==> config.mk <==
export PLATFORM = sky130hd
export DESIGN_NAME = bcd_serial_add_ctrl
export DESIGN_NICKNAME = d
export VERILOG_FILES = /design/src/rtl/bcd_serial_add_ctrl.sv
export SDC_FILE = /design/constraint.sdc
export NUM_CORES = 1
export LEC_CHECK = 0
export ABC_AREA = 1
export ABC_CLOCK_PERIOD_IN_PS = 6300
export BUFFER_PORTS_ARGS = -buffer_cell sky130_fd_sc_hd__clkbuf_2
export CORE_UTILIZATION = 61
export CTS_BUF_LIST = sky130_fd_sc_hd__clkbuf_16
export CTS_CLUSTER_DIAMETER = 100
export DETAILED_ROUTE_END_ITERATION = 7
export PLACE_DENSITY_LB_ADDON = 0.2
export SYNTH_ARGS = -nofsm -noshare
export SYNTH_HDL_FRONTEND = slang
export SYNTH_SLANG_ARGS = --single-unit
export TNS_END_PERCENT = 5
==> constraint.sdc <==
create_clock -name clk_i -period 6.3 [get_ports clk_i]
set_clock_uncertainty 0.1 [all_clocks]
set_input_delay 0.315 -clock clk_i [delete_from_list [all_inputs] [get_ports clk_i]]
set_output_delay 0.315 -clock clk_i [all_outputs]
set_load 0.01 [all_outputs]
==> src/rtl/bcd_serial_add_ctrl.sv <==
// rtl/bcd_serial_add_ctrl.sv - digit-serial BCD adder sequencer sharing one single-digit adder stage
module bcd_serial_add_ctrl #(
    parameter int DIGITS = 4
) (
    input  logic                  clk_i,
    input  logic                  rst_i,
    input  logic                  start_i,
    input  logic [4*DIGITS-1:0]   a_i,
    input  logic [4*DIGITS-1:0]   b_i,
    input  logic                  cin_i,
    output logic                  busy_o,
    output logic                  done_o,
    output logic                  err_o,
    output logic [4*DIGITS-1:0]   sum_o,
    output logic                  cout_o
);

    localparam int IDX_W = (DIGITS > 1) ? $clog2(DIGITS) : 1;
    localparam logic [IDX_W-1:0] IDX_LAST = IDX_W'(DIGITS - 1);

    localparam logic [1:0] S_IDLE = 2'd0;
    localparam logic [1:0] S_ADD  = 2'd1;
    localparam logic [1:0] S_DONE = 2'd2;

    logic [1:0]          state_q, state_d;
    logic [4*DIGITS-1:0] op_a_q, op_a_d;
    logic [4*DIGITS-1:0] op_b_q, op_b_d;
    logic [4*DIGITS-1:0] work_q, work_d;
    logic [4*DIGITS-1:0] sum_q, sum_d;
    logic [IDX_W-1:0]    idx_q, idx_d;
    logic                carry_q, carry_d;
    logic                cout_q, cout_d;
    logic                err_q, err_d;

    logic                any_bad;
    logic [3:0]          a_dig, b_dig, dig;
    logic [4:0]          dsum;
    logic                dcarry;

    always_comb begin
        any_bad = 1'b0;
        for (int i = 0; i < DIGITS; i++) begin
            if (a_i[4*i +: 4] > 4'd9 || b_i[4*i +: 4] > 4'd9) begin
                any_bad = 1'b1;
            end
        end
    end

    // The single shared digit stage: selected digit pair plus rippled carry, decimal-corrected
    always_comb begin
        a_dig  = 4'(op_a_q >> {idx_q, 2'b00});
        b_dig  = 4'(op_b_q >> {idx_q, 2'b00});
        dsum   = {1'b0, a_dig} + {1'b0, b_dig} + {4'b0000, carry_q};
        dcarry = (dsum > 5'd9);
        dig    = dcarry ? 4'(dsum - 5'd10) : dsum[3:0];
    end

    always_comb begin
        state_d = state_q;
        op_a_d  = op_a_q;
        op_b_d  = op_b_q;
        work_d  = work_q;
        sum_d   = sum_q;
        idx_d   = idx_q;
        carry_d = carry_q;
        cout_d  = cout_q;
        err_d   = err_q;
        case (state_q)
            S_ADD: begin
                for (int i = 0; i < DIGITS; i++) begin
                    if (idx_q == IDX_W'(i)) begin
                        work_d[4*i +: 4] = dig;
                    end
                end
                carry_d = dcarry;
                if (idx_q == IDX_LAST) begin
                    sum_d   = work_d;
                    cout_d  = dcarry;
                    idx_d   = '0;
                    state_d = S_DONE;
                end else begin
                    idx_d = idx_q + 1'b1;
                end
            end
            S_IDLE, S_DONE: begin
                if (start_i) begin
                    op_a_d  = a_i;
                    op_b_d  = b_i;
                    carry_d = cin_i;
                    idx_d   = '0;
                    work_d  = '0;
                    err_d   = any_bad;
                    if (any_bad) begin
                        sum_d   = '0;
                        cout_d  = 1'b0;
                        state_d = S_DONE;
                    end else begin
                        state_d = S_ADD;
                    end
                end else if (state_q == S_DONE) begin
                    state_d = S_IDLE;
                end
            end
            default: state_d = S_IDLE;
        endcase
    end

    always_ff @(posedge clk_i or posedge rst_i) begin
        if (rst_i) begin
            state_q <= S_IDLE;
            op_a_q  <= '0;
            op_b_q  <= '0;
            work_q  <= '0;
            sum_q   <= '0;
            idx_q   <= '0;
            carry_q <= 1'b0;
            cout_q  <= 1'b0;
            err_q   <= 1'b0;
        end else begin
            state_q <= state_d;
            op_a_q  <= op_a_d;
            op_b_q  <= op_b_d;
            work_q  <= work_d;
            sum_q   <= sum_d;
            idx_q   <= idx_d;
            carry_q <= carry_d;
            cout_q  <= cout_d;
            err_q   <= err_d;
        end
    end

    assign busy_o = (state_q == S_ADD);
    assign done_o = (state_q == S_DONE);
    assign err_o  = err_q;
    assign sum_o  = sum_q;
    assign cout_o = cout_q;

endmodule

==> flow_summary.json <==
{
  "postSynth.topFlopCell": "sky130_fd_sc_hd__dfrtp_1",
  "worst_hold_path.endpoint": "op_b_q[12]",
  "p_leak_nw": 2.24,
  "synthMostInstantiatedCell": "sky130_fd_sc_hd__nand2_1",
  "critPathCaptureType": "register",
  "cts_tree": "done",
  "die_area_um2": 6190,
  "timing.hold.worst.class": "in2reg",
  "place.port_buffers": 55,
  "core.rowCount": 27,
  "die_y_extent_um": 78.7,
  "detail-route-antenna-nets": 0,
  "post_synth_most_frequent_cells": "sky130_fd_sc_hd__nand2_1, sky130_fd_sc_hd__dfrtp_1, sky130_fd_sc_hd__nor2_1, sky130_fd_sc_hd__nand3_1, sky130_fd_sc_hd__o21ai_0",
  "post_route_cells_drive_above_1_share_pct": 17.3,
  "antenna_found_initial": 0,
  "yosys_warnings": 0,
  "pwr_density_cell_nw_per_um2": 275,
  "rsz0062_at_grt": "no",
  "post_cts_resize_count": 0,
  "holdPathStages": 3,
  "clock_transition_at_the_registers_of_the_reported_paths_ns": 0.05,
  "final_critical_path_setup_slack_ns": 2.58,
  "hold_buffers": 0,
  "worstReg2RegStart": "idx_q[0]",
  "drt_first_iter_violations": 221,
  "post_synth_num_cell_types": 30,
  "core_region_area_um2": 5570,
  "postRouteWirelength_um": 8200,
  "post_synth_main_area_contributors": "sky130_fd_sc_hd__dfrtp_1, sky130_fd_sc_hd__nand2_1, sky130_fd_sc_hd__nor2_1",
  "final-max-slew-violation-count": 0,
  "post-route-period-util_pct": 59.0,
  "async_reset_ff_share_pct": 100,
  "diodes": 0,
  "ys_ff_latch": 71,
  "io_pins": 56,
  "gp_congestion": 0.854,
  "insertion_delay_ns": 0.33,
  "r2r_cells": 13,
  "synth_largest_type_area_fraction_pct": 49.6,
  "data_arrival_critical_path_ns": 3.83,
  "max-clock-path-buffers": 2,
  "dp_cells": 556,
  "worstSetupPathType": "reg2reg",
  "dp_worst_setup_slack_ns": 2.69,
  "netSwitchingFraction_pct": 29.2,
  "worst_slew_pin_slew_ns": 0.878,
  "global_route_wire_length_before_repair_um": 14100,
  "critical_path_required_ns": 6.42,
  "synth_edf_count": 0,
  "final_hold_viol_count": 0,
  "post_syn_instances": 446,
  "p_comb_share_pct": 17.8,
  "timing.hold.ws_ns": 0.0831,
  "timing.final.setup_violations": 0,
  "power.share.clock_pct": 37.9,
  "syn-cell-area_um2": 3580,
  "global_route.overflow_total": 0,
  "detail_route.vias_per_cell": 5.53,
  "grt_usage_pct": 30.3,
  "clock.fmax_mhz": 269,
  "finalCriticalPeriod_ns": 3.72,
  "floorplan.initialDensity_pct": 64.3,
  "post_synth.cell_area_avg_um2": 8.04,
  "cts-buffers-inserted": 9,
  "totalNegativeSetupSlack_ns": 0,
  "power.share.sequential_pct": 44.4,
  "max_cap_violations": 0,
  "ir_worst_vdd_v": 0.000196,
  "cts.root.buffer_cell": "sky130_fd_sc_hd__clkbuf_16",
  "vias_in_the_first_global_route": 3008,
  "worst_slew_margin_rel_pct": 41.4,
  "cts_max_level": 3,
  "path_max_fanout": 20,
  "dp_hpwl_um": 5630,
  "regToRegSetupSlack_ns": 2.58,
  "finish.cell_count_without_fillers": 570,
  "worst_setup_path_start_kind": "register",
  "wire_per_inst_um": 14.4,
  "cts_post_setup_buffers_inserted": 0,
  "synth_fp_nets": 492,
  "drt_drc_violations_left": 0,
  "internal-power_uw": 799,
  "area_growth_pct": 14.4,
  "status": "finished, final reports clean",
  "critical_path.reg2reg.endpoint": "sum_o[7]",
  "synth_area_leader_cell": "sky130_fd_sc_hd__dfrtp_1",
  "p_switching_uw": 329,
  "final_net_count": 541,
  "detail_route.first_pass.iterations": 5,
  "via_count": 3154,
  "hold_path.startpoint": "b_i[12]",
  "clk_sinks": 71,
  "grt_max_degree": 72,
  "synth_seq_area_share_pct": 49.6,
  "die_width_um": 78.7,
  "fillCellCount": 435
}
-- registers in the layout, indices dropped and copies added, names as in the netlist --
register	count
idx_q	2
op_a_q	16
work_q	16
op_b_q	16
carry_q	1
cout_o	1
sum_o	16
state_q	2
err_o	1
-- cell usage in the layout (no fill, tap or decap), drive strengths merged --
cell type,instances
o21ai,35
nor2,48
inv,16
clkinv,5
o21a,1
a21oi,7
nand3,38
clkbuf,64
o22ai,8
buf,1
nand2,192
xnor2,1
dfrtp,71
fa,2
ha,8
nand4,1
-- power by group through the flow --
stage / clock network, mW / logic (mW) / registers [mW]
floorplan: 0 / 0.148 / 0.500
global placement: 0 / 0.189 / 0.507
detailed placement: 0 / 0.197 / 0.507
CTS: 0.431 / 0.198 / 0.500
global route: 0.449 / 0.227 / 0.502
finish: 0.427 / 0.200 / 0.501
-- worst max-delay path, cell delays in order, from the launching register on --
cell,delay (ns)
sky130_fd_sc_hd__dfrtp_1,0.65
sky130_fd_sc_hd__clkinv_1,0.52
sky130_fd_sc_hd__o21ai_0,0.31
sky130_fd_sc_hd__o22ai_1,0.12
sky130_fd_sc_hd__fa_1,0.44
sky130_fd_sc_hd__fa_1,0.44
sky130_fd_sc_hd__nand2_1,0.10
sky130_fd_sc_hd__nand2_1,0.05
sky130_fd_sc_hd__a21oi_1,0.27
sky130_fd_sc_hd__o21ai_0,0.15
sky130_fd_sc_hd__nand2_1,0.17
sky130_fd_sc_hd__nand2_1,0.11
sky130_fd_sc_hd__nand3_2,0.11
sky130_fd_sc_hd__nand2_1,0.06
-- cells by family after synthesis --
logic type	count (synthesis)	share of synthesized area [%]
adder cells (fa/ha/maj)	10	3.91
buffers and inverters	34	4.99
flip-flops	71	49.6
AO/OA/AOI/OAI	51	7.78
AND/OR/NAND/NOR	279	33.3
XOR/XNOR	1	0.454
-- per-stage QoR --
stage,util [%],total power [mW],cell area (µm²)
floorplan,-,0.648,3580
global placement,69.2,0.696,3860
detailed placement,69.2,0.704,3860
CTS,73.6,1.13,4100
global route,73.6,1.18,4100
finish,73.6,1.13,4100
-- worst max-delay path by stage --
stage                     slack [ns]      from  cells after the start         to
after floorplan                 3.37  idx_q[0]                     14  work_q[3]
after global placement          2.79  idx_q[0]                     13  sum_o[15]
after detailed placement        2.69  idx_q[0]                     13  sum_o[11]
after CTS                       2.66  idx_q[0]                     13  sum_o[15]
after global routing            2.12  idx_q[0]                     13   sum_o[7]
final                           2.58  idx_q[0]                     13   sum_o[7]
-- metal layers --
layer	up-vias	global-route usage, %	wire length [µm]
li1	1529	-	-
met1	1483	42.3	3820
met2	126	46.8	3760
met3	16	5.00	463
met4	0	13.1	156
met5	-	0	0
-- area by class of cell --
cell class,count,area (µm²),area share [%]
sequential,71,1780,43.3
timing repair buffer,56,283,6.89
tap,72,90.1,2.20
multi-input combinational,341,1630,39.7
clock inverter,5,20.0,0.488
clock buffer,9,225,5.49
inverter,16,77.6,1.89
Power figures use the tool's default switching activity.
